[src/rtl/mv_pkg.sv]
// Shared types and constants for the GRU matrix-vector operand loader.
// Holds the loader state encoding, default sizes and counter-width helper.
package mv_pkg;

   typedef enum logic [1:0] {
      LOAD_W = 2'd0,
      LOAD_B = 2'd1,
      SETTLE = 2'd2,
      DRAIN  = 2'd3
   } mv_state_e;

   localparam int MV_X_DEF  = 2;
   localparam int MV_H_DEF  = 2;
   localparam int MV_DW_DEF = 8;

   // Width of a counter that runs 0..limit-1, never narrower than one bit.
   function automatic int cnt_w(input int limit);
      return (limit <= 2) ? 1 : $clog2(limit);
   endfunction

endpackage

[src/rtl/mv_result_serializer.sv]
// Result register and element-by-element drain of the multiplier output.
// Capture is strobed by the loader FSM; active marks the DRAIN state.
module mv_result_serializer
   import mv_pkg::*;
#(
   parameter int H          = MV_H_DEF,
   parameter int DATA_WIDTH = MV_DW_DEF
) (
   input  logic                      clk,
   input  logic                      rst,
   input  logic                      capture,
   input  logic                      active,
   input  logic [0:H*DATA_WIDTH-1]   c_in,
   input  logic                      r_ready,
   output logic [DATA_WIDTH-1:0]     r_data,
   output logic                      r_valid,
   output logic                      r_last,
   output logic                      done
);

   localparam int RCW = cnt_w(H);
   localparam logic [RCW-1:0] R_LAST = RCW'(H - 1);

   logic [0:H*DATA_WIDTH-1] result_q, result_d;
   logic [RCW-1:0]          r_cnt_q, r_cnt_d;
   logic                    hs;

   always_comb begin
      result_d = result_q;
      r_cnt_d  = r_cnt_q;
      r_valid  = active && !rst;
      r_last   = r_valid && (r_cnt_q == R_LAST);
      hs       = r_valid && r_ready;
      done     = hs && r_last;
      r_data   = '0;
      for (int k = 0; k < H; k++) begin
         if (r_cnt_q == RCW'(k)) begin
            r_data = result_q[k*DATA_WIDTH +: DATA_WIDTH];
         end
      end
      if (capture) begin
         result_d = c_in;
         r_cnt_d  = '0;
      end
      if (hs) begin
         r_cnt_d = done ? '0 : r_cnt_q + RCW'(1);
      end
   end

   always_ff @(posedge clk) begin
      if (rst) begin
         result_q <= '0;
         r_cnt_q  <= '0;
      end else begin
         result_q <= result_d;
         r_cnt_q  <= r_cnt_d;
      end
   end

endmodule

[src/rtl/mv_operand_loader.sv]
// Byte-stream front/back end for the approximate GRU matrix-vector multiplier.
// Optional MV_WEIGHT_HOLD_EN adds hold_w to reuse weights across frames.
module mv_operand_loader
   import mv_pkg::*;
#(
   parameter int X          = MV_X_DEF,
   parameter int H          = MV_H_DEF,
   parameter int DATA_WIDTH = MV_DW_DEF
) (
   input  logic                      clk,
   input  logic                      rst,
   input  logic [DATA_WIDTH-1:0]     s_data,
   input  logic                      s_valid,
   output logic                      s_ready,
   input  logic                      s_last,
   output logic [0:X*H*DATA_WIDTH-1] a_out,
   output logic [0:X*DATA_WIDTH-1]   b_out,
   input  logic [0:H*DATA_WIDTH-1]   c_in,
   output logic [DATA_WIDTH-1:0]     r_data,
   output logic                      r_valid,
   input  logic                      r_ready,
   output logic                      r_last,
`ifdef MV_WEIGHT_HOLD_EN
   input  logic                      hold_w,
`endif
   output logic                      frame_err
);

   localparam int WCW = cnt_w(X * H);
   localparam int VCW = cnt_w(X);
   localparam logic [WCW-1:0] W_LAST = WCW'(X * H - 1);
   localparam logic [VCW-1:0] V_LAST = VCW'(X - 1);

   mv_state_e                 state_q, state_d;
   logic [WCW-1:0]            w_cnt_q, w_cnt_d;
   logic [VCW-1:0]            v_cnt_q, v_cnt_d;
   logic [0:X*H*DATA_WIDTH-1] a_q, a_d;
   logic [0:X*DATA_WIDTH-1]   b_q, b_d;
   logic                      frame_err_q, frame_err_d;
   logic                      beat;
   logic                      capture;
   logic                      drain_done;

   always_comb begin
      state_d     = state_q;
      w_cnt_d     = w_cnt_q;
      v_cnt_d     = v_cnt_q;
      a_d         = a_q;
      b_d         = b_q;
      frame_err_d = 1'b0;
      capture     = 1'b0;
      s_ready     = ((state_q == LOAD_W) || (state_q == LOAD_B)) && !rst;
      beat        = s_valid && s_ready;

      case (state_q)
         LOAD_W: begin
            if (beat) begin
               for (int k = 0; k < X * H; k++) begin
                  if (w_cnt_q == WCW'(k)) a_d[k*DATA_WIDTH +: DATA_WIDTH] = s_data;
               end
               if (s_last) begin
                  frame_err_d = 1'b1;
                  w_cnt_d     = '0;
                  v_cnt_d     = '0;
               end else if (w_cnt_q == W_LAST) begin
                  w_cnt_d = '0;
                  state_d = LOAD_B;
               end else begin
                  w_cnt_d = w_cnt_q + WCW'(1);
               end
            end
         end
         LOAD_B: begin
            if (beat) begin
               for (int k = 0; k < X; k++) begin
                  if (v_cnt_q == VCW'(k)) b_d[k*DATA_WIDTH +: DATA_WIDTH] = s_data;
               end
               // A late or missing s_last still completes the frame; only an early one aborts it.
               if (s_last && (v_cnt_q != V_LAST)) begin
                  frame_err_d = 1'b1;
                  w_cnt_d     = '0;
                  v_cnt_d     = '0;
                  state_d     = LOAD_W;
               end else if (v_cnt_q == V_LAST) begin
                  frame_err_d = !s_last;
                  v_cnt_d     = '0;
                  state_d     = SETTLE;
               end else begin
                  v_cnt_d = v_cnt_q + VCW'(1);
               end
            end
         end
         SETTLE: begin
            capture = 1'b1;
            state_d = DRAIN;
         end
         DRAIN: begin
            if (drain_done) begin
`ifdef MV_WEIGHT_HOLD_EN
               state_d = hold_w ? LOAD_B : LOAD_W;
`else
               state_d = LOAD_W;
`endif
            end
         end
         default: state_d = LOAD_W;
      endcase
   end

   always_ff @(posedge clk) begin
      if (rst) begin
         state_q     <= LOAD_W;
         w_cnt_q     <= '0;
         v_cnt_q     <= '0;
         a_q         <= '0;
         b_q         <= '0;
         frame_err_q <= 1'b0;
      end else begin
         state_q     <= state_d;
         w_cnt_q     <= w_cnt_d;
         v_cnt_q     <= v_cnt_d;
         a_q         <= a_d;
         b_q         <= b_d;
         frame_err_q <= frame_err_d;
      end
   end

   assign a_out     = a_q;
   assign b_out     = b_q;
   assign frame_err = frame_err_q && !rst;

   mv_result_serializer #(
      .H          (H),
      .DATA_WIDTH (DATA_WIDTH)
   ) u_serializer (
      .clk     (clk),
      .rst     (rst),
      .capture (capture),
      .active  (state_q == DRAIN),
      .c_in    (c_in),
      .r_ready (r_ready),
      .r_data  (r_data),
      .r_valid (r_valid),
      .r_last  (r_last),
      .done    (drain_done)
   );

endmodule

[config.mk]
export PLATFORM = sky130hd
export DESIGN_NAME = mv_operand_loader
export DESIGN_NICKNAME = d
export VERILOG_FILES = /design/src/rtl/mv_pkg.sv /design/src/rtl/mv_result_serializer.sv /design/src/rtl/mv_operand_loader.sv
export SDC_FILE = /design/constraint.sdc
export NUM_CORES = 1
export LEC_CHECK = 0
export BUFFER_PORTS_ARGS = -buffer_cell sky130_fd_sc_hd__buf_2
export CAP_MARGIN = 20
export CORE_UTILIZATION = 55
export DETAILED_ROUTE_END_ITERATION = 8
export MAX_ROUTING_LAYER = met4
export PLACE_DENSITY = 0.82
export SYNTH_ARGS = -nofsm -noshare
export SYNTH_HDL_FRONTEND = slang
export SYNTH_SLANG_ARGS = --single-unit
[constraint.sdc]
create_clock -name clk -period 2.59 [get_ports clk]
set_clock_uncertainty 0.2 [all_clocks]
set_input_delay 0.777 -clock clk [delete_from_list [all_inputs] [get_ports clk]]
set_output_delay 0.777 -clock clk [all_outputs]
set_load 0.03 [all_outputs]
# Yosys cells after proc, flatten, opt, wreduce, memory -nomap -nowiden
# Index checks and enable logic that the tools add are counted.
[totals]
output_inout_bits = 60
inputBits = 29
reg_bits = 71
[op_classes]
add_sub_neg = 3
eq_ne = 14
bitwise = 1
reduce_logical = 24
mux = 31
[ops]
columns = ["operator", "count"]
rows = [
  ["$mux W2", 12],
  ["$reduce_and A3 Y1", 6],
  ["$mux W1", 14],
  ["$ne A2 B2 Y1 const B", 5],
  ["$eq A2 B2 Y1 const B", 4],
  ["$logic_and A1 B1 Y1", 8],
  ["$mux W8", 1],
  ["$pmux W2 S4", 1],
  ["$reduce_and A4 Y1", 2],
  ["$reduce_and A6 Y1", 1],
  ["$eq A2 B1 Y1 const B", 2],
  ["$logic_not A2 Y1", 2],
  ["$ne A2 B1 Y1 const B", 2],
  ["$pmux W1 S2", 2],
  ["$pmux W2 S2", 1],
  ["$reduce_bool A2 Y1", 2],
  ["$ne A3 B2 Y1 const B", 1],
  ["$add A1 B1 Y1 const B", 2],
  ["$add A2 B1 Y2 const B", 1],
  ["$logic_not A1 Y1", 2],
  ["$logic_or A1 B1 Y1", 1],
  ["$not A1 Y1", 1],
]

# Logic depth before layout (Yosys ltp)
[logic_depth]
depth_word = 6
depth_mapped = 7

# Hierarchy
# A second synthesis with hierarchy kept.
[unflattened]
hier_cells = 341
area_unflattened_um2 = 3037.9
[modules_own_cells]
columns = ["module", "seq_area_each_um2", "cells_per_inst", "area_each_um2", "n_inst"]
rows = [
  ["mv_operand_loader", 1081.0, 272, 2296.0, 1],
  ["mv_result_serializer", 340.3, 69, 742.0, 1],
]

# Worst setup path after synthesis
# OpenSTA, ideal clock, no wires.
[synth_path]
kind = "input to output"
startpoint = "input port rst"
endpoint = "output port r_last"
cell_stages = 3
path_buffers = 1
arrival_ns = 1.777
required_ns = 1.613
setup_slack_ns = -0.164
path_cell_list = "clkbuf_1 -> nor2_1 -> and2_1"
[synth_via]
elab_chain_cells = 3
[synth_lines]
columns = ["element", "line", "source"]
rows = [
  ["start: declaration", "mv_operand_loader.sv:11", "input logic rst,"],
  ["$logic_not A1 Y1", "mv_result_serializer.sv:31", "r_valid = active && !rst;"],
  ["$logic_and A1 B1 Y1", "mv_result_serializer.sv:31", ""],
  ["net r_valid", "mv_operand_loader.sv:20", "output logic r_valid,"],
  ["$logic_and A1 B1 Y1", "mv_result_serializer.sv:32", "r_last = r_valid && (r_cnt_q == R_LAST);"],
  ["end: declaration", "mv_operand_loader.sv:22", "output logic r_last,"],
]
# The timed path passes the listed nets, and every way through them passes these cells.

# Final worst setup path
[layout_path]
startpoint = "register u_serializer.r_cnt_q"
endpoint = "output port r_data[4]"
[layout_via]
elab_chain_cells = 1
[layout_lines]
columns = ["element", "line", "source"]
rows = [
  ["start: declaration", "mv_result_serializer.sv:25", "logic [RCW-1:0] r_cnt_q, r_cnt_d;"],
  ["start signal: assignment", "mv_result_serializer.sv:56", "r_cnt_q <= r_cnt_d;"],
  ["$mux W8", "mv_result_serializer.sv:37", "if (r_cnt_q == RCW'(k)) begin"],
  ["end: declaration", "mv_operand_loader.sv:19", "output logic [DATA_WIDTH-1:0] r_data,"],
]
# Every way passes these cells.

==> results.py <==
metrics = {
    "setup_path": {
        "critPathKind": "reg -> out",
        "cp_max_fo": 13,
        "crit_required_ps": 1610,
        "reg2reg_depth": 4,
        "worstPathArrival_ps": 1410,
        "worstReg2RegEnd": "a_out[23]$_SDFFE_PP0P_",
        "startpoint_type": "flip-flop",
        "crit_slowest_cell": "dfxtp_2",
        "critPathLaunch": "u_serializer.r_cnt_q$_SDFFE_PP0P_",
        "regToRegSetupSlack_ps": 720,
        "worstPathCellList": "mux2_2 -> buf_2",
        "slowest_delay_ps": 500,
        "crit_end": "r_data[4]",
        "end_kind": "primary output",
    },
    "logic_synthesis": {
        "synth_fp_nets": 392,
        "ys_ff_latch": 71,
        "yosys.area.top_type_share_pct": 47.16,
        "yosysSeqAreaShare_pct": 47.16,
        "synth-warning-count": 0,
        "synth_cells": 357,
        "netlist_area_um2": 3014,
        "avgSynthCellArea_um2": 8.443,
        "yosysTopAreaCell": "dfxtp_1",
        "yosysUniqueCellTypes": 33,
        "synth_area_leaders": "dfxtp_1, a21oi_1, nand3_1",
    },
    "grt": {
        "antenna_found_initial": 0,
        "overflow": 0,
        "grt_usage_pct": 28.30,
        "first_global_vias": 2559,
        "grt_pass1_wl_mm": 12.69,
        "grt_max_degree": 33,
    },
    "status": {
        "status": "finished, final reports clean",
    },
    "detailed_routing": {
        "drc": 0,
        "via_per_inst": 5.692,
        "avgRoutedWirePerCell_um": 15.21,
        "drt_iter0_drc": 258,
        "drt-met1-wl_mm": 3.432,
        "dr.max_layer_used": "met4",
        "met2_length_mm": 3.731,
        "drtAntennaViolNets": 0,
        "vias": 2903,
        "wl_met3_um": 482,
        "first_pass_iters": 5,
        "routed_wirelength_mm": 7.755,
    },
    "sta": {
        "rsz0062_at_grt": "no",
        "holdWs_ps": 256.4,
        "drv_slew": 0,
        "worst_pin_slew_ps": 580.6,
        "finalSetupTns_ps": 0,
        "fmaxAchievable_mhz": 419.5,
        "setup_slack_ps": 206.1,
        "max_slew_margin_pct": 61.30,
        "setup_viol": 0,
        "hold_viol_final": 0,
        "fin_crit_sh_pct": 92.04,
        "post-route-min-period_ps": 2384,
    },
    "die": {
        "pin_count": 89,
        "num_rows": 26,
        "core-area_um2": 5205,
        "floorplan.initialDensity_pct": 57.91,
        "die_h_um": 76.03,
        "die-area_um2": 5781,
        "die_w_um": 76.03,
    },
    "final_layout": {
        "area_growth_pct": 21.63,
        "nets": 470,
        "finalNonFillerCells": 510,
        "drive_gt1_share_pct": 29.55,
        "diodes": 0,
        "final_core_util_pct": 70.43,
    },
    "clock_tree": {
        "cts_root_buffer": "clkbuf_8",
        "insertion_delay_ps": 340,
        "cts_sinks": 71,
        "clkTransAtPathRegs_ps": 80,
        "numCtsBuffers": 9,
        "cts_max_level": 3,
        "clock_path_buffers": 2,
        "cts_tree": "done",
    },
    "pwr": {
        "p_leak_nw": 1.518,
        "p_per_area_nw_per_um2": 604.2,
        "ir_worst_vdd_v": 0.0003625,
    },
    "placed_design": {
        "place_hpwl_mm": 4.985,
        "port_buffers": 88,
        "dp_cells": 494,
        "place.gp.congestion": 0.7973,
        "place_ws_ps": 268.0,
    },
    "worst_hold_path": {
        "hp-class": "reg -> reg",
    },
    "run": {
        "drv_cap": 0,
    },
}
power breakdown:
part           internal (W)  switching [W]  leakage [nW]
logic             0.0000497       0.000117         0.835
clock network      0.000526       0.000412         0.109
registers           0.00110     0.00000685         0.574
total               0.00168       0.000536          1.52
final cells by class:
class	instances	area, um2
Sequential cell	71	1423
Timing Repair Buffer	98	515.5
Inverter	9	33.78
Clock inverter	4	51.30
Tap cell	70	87.58
Multi-Input combinational cell	246	1390
Fill cell	435	1539
Clock buffer	12	165.2
worst min path at each step:
stage | slack [ps] | start | endpoint | depth (start not counted)
6_report | 260 | u_serializer.result_q[12]$_SDFFE_PP0P_ | u_serializer.result_q[12]$_SDFFE_PP0P_ | 2
5_1_grt | 280 | u_serializer.result_q[0]$_SDFFE_PP0P_ | u_serializer.result_q[0]$_SDFFE_PP0P_ | 2
4_1_cts | 260 | u_serializer.result_q[12]$_SDFFE_PP0P_ | u_serializer.result_q[12]$_SDFFE_PP0P_ | 2
3_5_place_dp | 250 | u_serializer.result_q[12]$_SDFFE_PP0P_ | u_serializer.result_q[12]$_SDFFE_PP0P_ | 2
3_3_place_gp | 240 | u_serializer.result_q[12]$_SDFFE_PP0P_ | u_serializer.result_q[12]$_SDFFE_PP0P_ | 2
2_1_floorplan | 230 | u_serializer.result_q[10]$_SDFFE_PP0P_ | u_serializer.result_q[10]$_SDFFE_PP0P_ | 2
state kept, by name, summed over array words and instances (netlist names), named ones only:
register	cells
b_out	16
state_q	1
frame_err_q	1
u_serializer.r_cnt_q	1
u_serializer.result_q	16
w_cnt_q	2
v_cnt_q	1
a_out	32
metal layers:
metal	vias to the layer above	global-route usage [%]
met2	118	44.27
met3	13	5.030
met5	-	-
met1	1365	36.77
met4	0	10.38
li1	1407	-
synthesized netlist by cell type:
cell	count
buf_2	4
a221oi_1	1
nor3b_1	1
mux2i_1	3
nor4b_4	1
ha_1	6
and2_1	1
mux2_2	9
a21oi_1	66
o21ai_2	1
or4b_4	1
clkbuf_2	1
and3b_1	1
buf_6	6
nand2b_1	6
buf_4	1
o21ai_0	21
nand4b_1	2
nor2b_1	3
nand4_1	1
nand4bb_1	1
o21ai_1	29
nand3_1	49
clkbuf_1	19
or3b_2	1
and4bb_2	1
dfxtp_1	71
inv_1	9
a41oi_1	1
nor2_1	5
o31ai_1	1
and3_1	1
nand2_1	33
metrics by stage:
| step | power (W) | instance area [um2] |
|---|---|---|
| 2_1_floorplan | 0.001238 | 3017 |
| 3_3_place_gp | 0.001296 | 3448 |
| 3_5_place_dp | 0.001299 | 3448 |
| 4_1_cts | 0.002225 | 3665 |
| 5_1_grt | 0.002297 | 3666 |
| 6_report | 0.002215 | 3666 |
logic make-up (layout without fill, tap and decap cells):
logic type,count (synthesis),count (layout),synth area share [%]
AO/OA/AOI/OAI,120,120,20.38
buffers and inverters,40,123,6.808
multiplexers,12,12,4.359
flip-flops,71,71,47.16
adder cells (fa/ha/maj),6,6,2.491
AND/OR/NAND/NOR,108,108,18.81
critical path: cells and delay by family (launching register included):
kind / cells / cell delay, ps
flops: 1 / 500
mux: 1 / 390
buf+inv: 1 / 180
cells in the final DEF (no fill, tap or decap), drive strengths merged, types with 2 or more instances in the layout:
master,n
a21oi,66
buf,98
clkbuf,12
dfxtp,71
ha,6
inv,10
mux2,9
mux2i,3
nand2,33
nand2b,6
nand3,49
nand4b,2
nor2,5
nor2b,3
o21ai,51
what timing repair did:
action	4_1_cts	5_1_grt
hold buffers	0	0
setup buffers	0	0
endpoints found under the setup margin	0	8
resized for setup	0	1
Power figures use the tool's default switching activity.
